==> src/rtl/usr_pkg.sv <==
// Shared types for the universal shift register: opcode and FSM state encodings.
package usr_pkg;

    localparam int USR_OP_W = 3;

    typedef enum logic [USR_OP_W-1:0] {
        OP_HOLD = 3'd0,
        OP_LOAD = 3'd1,
        OP_SHL  = 3'd2,
        OP_SHR  = 3'd3,
        OP_ROL  = 3'd4,
        OP_ROR  = 3'd5,
        OP_ASR  = 3'd6,
        OP_CLR  = 3'd7
    } usr_op_e;

    typedef enum logic {
        ST_IDLE  = 1'b0,
        ST_SHIFT = 1'b1
    } usr_state_e;

endpackage

==> src/rtl/usr_shift_step.sv <==
// Combinational single-bit shift/rotate step; non-shift opcodes pass q through.
module usr_shift_step
    import usr_pkg::*;
#(
    parameter int WIDTH = 8
) (
    input  logic [WIDTH-1:0] q_i,
    input  usr_op_e          op_i,
    input  logic             sin_i,
    output logic [WIDTH-1:0] q_o,
    output logic             out_bit_o
);

    always_comb begin
        q_o       = q_i;
        out_bit_o = 1'b0;
        case (op_i)
            OP_SHL: begin
                q_o       = {q_i[WIDTH-2:0], sin_i};
                out_bit_o = q_i[WIDTH-1];
            end
            OP_SHR: begin
                q_o       = {sin_i, q_i[WIDTH-1:1]};
                out_bit_o = q_i[0];
            end
            OP_ROL: begin
                q_o       = {q_i[WIDTH-2:0], q_i[WIDTH-1]};
                out_bit_o = q_i[WIDTH-1];
            end
            OP_ROR: begin
                q_o       = {q_i[0], q_i[WIDTH-1:1]};
                out_bit_o = q_i[0];
            end
            OP_ASR: begin
                q_o       = {q_i[WIDTH-1], q_i[WIDTH-1:1]};
                out_bit_o = q_i[0];
            end
            default: begin
                q_o       = q_i;
                out_bit_o = 1'b0;
            end
        endcase
    end

endmodule

==> src/rtl/universal_shift_reg.sv <==
// Universal shift register with valid/ready command port and multi-cycle shifts.
// Optional macro USR_QNOT_EN adds the qnot (~q) output port.
module universal_shift_reg
    import usr_pkg::*;
#(
    parameter int WIDTH = 8,
    parameter int AMT_W = 4
) (
    input  logic                clk,
    input  logic                rst,
    // Handshake: a command is taken on any rising edge where cmd_valid && cmd_ready;
    // cmd_valid during a shift is ignored, nothing is queued.
    input  logic                cmd_valid,
    output logic                cmd_ready,
    input  logic [USR_OP_W-1:0] cmd_op,
    input  logic [AMT_W-1:0]    cmd_amt,
    input  logic [WIDTH-1:0]    d,
    input  logic                sin,
    output logic [WIDTH-1:0]    q,
    output logic                sout,
    output logic                done
`ifdef USR_QNOT_EN
    ,
    output logic [WIDTH-1:0]    qnot
`endif
);

    usr_state_e       state_q, state_d;
    usr_op_e          op_q, op_d;
    logic [AMT_W-1:0] cnt_q, cnt_d;
    logic [WIDTH-1:0] q_q, q_d;
    logic             sout_q, sout_d;
    logic             done_q, done_d;

    logic [WIDTH-1:0] step_q;
    logic             step_bit;
    usr_op_e          cmd_op_e;

    assign cmd_op_e = usr_op_e'(cmd_op);

    usr_shift_step #(.WIDTH(WIDTH)) u_step (
        .q_i       (q_q),
        .op_i      (op_q),
        .sin_i     (sin),
        .q_o       (step_q),
        .out_bit_o (step_bit)
    );

    always_comb begin
        state_d = state_q;
        op_d    = op_q;
        cnt_d   = cnt_q;
        q_d     = q_q;
        sout_d  = sout_q;
        done_d  = 1'b0;
        case (state_q)
            ST_IDLE: begin
                if (cmd_valid) begin
                    case (cmd_op_e)
                        OP_HOLD: done_d = 1'b1;
                        OP_LOAD: begin
                            q_d    = d;
                            done_d = 1'b1;
                        end
                        OP_CLR: begin
                            q_d    = '0;
                            sout_d = 1'b0;
                            done_d = 1'b1;
                        end
                        default: begin
                            // A zero-length shift completes immediately like HOLD.
                            if (cmd_amt == '0) begin
                                done_d = 1'b1;
                            end else begin
                                op_d    = cmd_op_e;
                                cnt_d   = cmd_amt;
                                state_d = ST_SHIFT;
                            end
                        end
                    endcase
                end
            end
            ST_SHIFT: begin
                q_d    = step_q;
                sout_d = step_bit;
                cnt_d  = cnt_q - 1'b1;
                if (cnt_q == AMT_W'(1)) begin
                    state_d = ST_IDLE;
                    done_d  = 1'b1;
                end
            end
            default: state_d = ST_IDLE;
        endcase
    end

    always_ff @(posedge clk) begin
        if (rst) begin
            state_q <= ST_IDLE;
            op_q    <= OP_HOLD;
            cnt_q   <= '0;
            q_q     <= '0;
            sout_q  <= 1'b0;
            done_q  <= 1'b0;
        end else begin
            state_q <= state_d;
            op_q    <= op_d;
            cnt_q   <= cnt_d;
            q_q     <= q_d;
            sout_q  <= sout_d;
            done_q  <= done_d;
        end
    end

    assign cmd_ready = (state_q == ST_IDLE);
    assign q         = q_q;
    assign sout      = sout_q;
    assign done      = done_q;
`ifdef USR_QNOT_EN
    assign qnot      = ~q_q;
`endif

endmodule

==> config.mk <==
export PLATFORM = sky130hd
export DESIGN_NAME = universal_shift_reg
export DESIGN_NICKNAME = d
export VERILOG_FILES = /design/src/rtl/usr_pkg.sv /design/src/rtl/usr_shift_step.sv /design/src/rtl/universal_shift_reg.sv
export SDC_FILE = /design/constraint.sdc
export NUM_CORES = 1
export LEC_CHECK = 0
export CORE_UTILIZATION = 50
export DETAILED_ROUTE_END_ITERATION = 7
export PLACE_DENSITY = 0.77
export SLEW_MARGIN = 20
export SYNTH_ARGS = -nofsm -noshare
export SYNTH_HDL_FRONTEND = slang
export SYNTH_HIERARCHICAL = 1
export SYNTH_SLANG_ARGS = --single-unit
==> constraint.sdc <==
create_clock -name clk -period 1.7 [get_ports clk]
set_input_delay 0.34 -clock clk [delete_from_list [all_inputs] [get_ports clk]]
set_output_delay 0.34 -clock clk [all_outputs]
set_load 0.01 [all_outputs]
==> metrics <==
status finished, final reports clean; Max clock buf depth 2; initial DRC count 59; Clock Sink Count 18; grt ovf 0; EDFF count, synth 0; Die Width 54.0 um; Syn Area/Cell 8.84 um2; first-pass GRT wire length 5.75 mm; Num CTS Buffers 3; Syn. warnings 6; asr flop ratio synth 0%; Die H ~54 um; CTS tree done; maxcap violations 0; CP Launch Type flip-flop; mapped cell area ~1400 um2; f_max ~600 MHz; antenna-violating nets left 0; antenna violations before repair 0; Worst Path Arrival 1.30 ns; vias per inst 6.26; Final Hold Violating Endpoints 0; Lkg Pwr 0.640 nW; DR WL/cell ~16 um; placed insts 220; Layout area overhead 33.2%; Post-DP HPWL 2.74 mm; CP Buf/Inv Count 1; Post-Syn Nets 174; pre-CTS WS -0.207 ns; most frequent cells in the layout clkdlybuf4s50_1 (28), buf_4 (18), a211oi_1 (17), nand2_1 (11); Finished Core Util 71.4%; family with the most delay on the worst path buffers and inverters; Post-Syn Instances 153; # setup viols final 0; PD cells 670 nW/um2; post-synthesis register bit count 18; ant diodes 0; RePlAce Congestion 0.874; Peak VDD IR 0.593 mV; Final WS setup 0.0566 ns; register area 370 um2; clk_skew 0.00262 ns; DIE AREA 2920 um2; fraction of layout cells with a size suffix above 1 20.2%; Max transition margin 69.5%; Final #Nets 216; critical path type reg -> out; # H-tree levels 1; Fin Setup TNS 0 ns; fin cells ~220; Initial Util 53.6%; post-route DRC violation count 0; worst-margin pin slew roughly 0.45 ns; CP Max Fanout 6; Pins Over Slew Limit 0; via count 1397; RSZ-0062 raised after global routing no; Total Routing Usage GR a little over a quarter; Synth cell types 49; Critical Path RT 1.36 ns; Reg clk slew, reported paths ~0.10 ns; DR pass1 iterations 4; Max stage delay on crit path 0.59 ns; largest net degree at the start of global routing 19; commonest non-fill, non-tap cell in the layout clkdlybuf4s50_1; Worst setup EP type output pin; Final min period roughly 1.6 ns; Crit-path slowest cell clkdlybuf4s50_1; CTS Root Cell clkbuf_4; Post-synth top flop dfxtp_1; final period utilization 96.7%; Seq/Total Area, Yosys 26.6%; Detailed Route WL 3.58 mm; fillers 207; Clock Latency Late Sink 0.28 ns; I/O pins 30; critical-path cell list clkdlybuf4s50_1; Core Area ~2500 um2; vias in the first global route 1207; Core Rows 18; Port Buf Inserts 29; area of the multi-input gates 893 um2; Worst Hold Class reg -> reg
registers in the layout, indices dropped and copies added, names as in the netlist:
signal and count:
op_q 3, done 1, q 8, cnt_q 4, state_q 1, sout 1
per-stage QoR:
step / cell area, um2 / total power [mW] / hold WS [ns]
detailed placement: 1760 / 0.997 / 0.529
global route: 1800 / 1.28 / 0.583
floorplan: 1350 / 0.800 / 0.413
finish: 1800 / 1.21 / 0.552
CTS: 1780 / 1.19 / 0.545
global placement: 1760 / 0.979 / 0.513
final timing paths:
check / from / to / depth (start not counted) / slack, ns
worst max register to register: op_q[1] / q[1] / 5 / 0.14
worst min register to register: sout / sout / 2 / 0.55
worst min-delay path: sout / sout / 2 / 0.55
worst max-delay path: q[0] / q[0] / 1 / 0.06
where the power goes:
group          total, mW  switching, mW  leakage, nW  internal [mW]
combinational      0.469          0.219        0.475          0.249
sequential         0.535         0.0673        0.151          0.468
clock              0.203          0.121       0.0138         0.0821
area by class of cell:
| type | count | share of cell area [%] |
|---|---|---|
| inverter | 8 | 1.67 |
| sequential | 18 | 20.6 |
| multi-input combinational | 116 | 49.6 |
| clock buffer | 3 | 1.25 |
| timing repair buffer | 48 | 24.9 |
| tap | 30 | 2.08 |
repair_timing:
| item | 4_1_cts | 5_1_grt |
|---|---|---|
| endpoints found under the setup margin | 0 | 12 |
| hold buffers | 0 | 0 |
| buffers inserted | 0 | 0 |
| resized for setup | 0 | 10 |
cells in the mapped netlist (3+ instances only):
| cell type | number | area (um2) |
|---|---|---|
| o21ai_0 | 4 | 20.0 |
| a31oi_1 | 4 | 25.0 |
| a221o_1 | 5 | 50.1 |
| o41ai_1 | 3 | 26.3 |
| a22oi_1 | 8 | 60.1 |
| nand2_1 | 11 | 41.3 |
| dfxtp_1 | 18 | 360 |
| buf_1 | 3 | 11.3 |
| buf_6 | 4 | 45.0 |
| inv_1 | 7 | 26.3 |
| a21oi_1 | 4 | 20.0 |
| nor2b_1 | 3 | 18.8 |
| o211ai_1 | 3 | 22.5 |
| nand3_1 | 3 | 15.0 |
| mux2i_1 | 10 | 100 |
| nor2_1 | 8 | 30.0 |
| a211oi_1 | 17 | 128 |
cell families after synthesis:
family / share of synthesized area, %
compound gates: 34.9
simple gates: 18.0
buf+inv: 8.14
flops: 26.6
mux: 7.40
xor+xnor: 3.05
fa+ha+maj: 1.85
per-layer routing:
metal,track usage (%),routed length [um],vias to the layer above
li1,-,-,687
met1,37.5,1700,661
met2,44.9,1670,47
met3,4.24,189,2
met4,3.42,16,0
met5,0,0,-
worst min-delay path: cells and delay by family (launching register included):
kind,cells,cell delay [ns]
AO/OA/AOI/OAI,2,0.17
flip-flops,1,0.34
No activity file was read; power rests on OpenSTA's default activity.
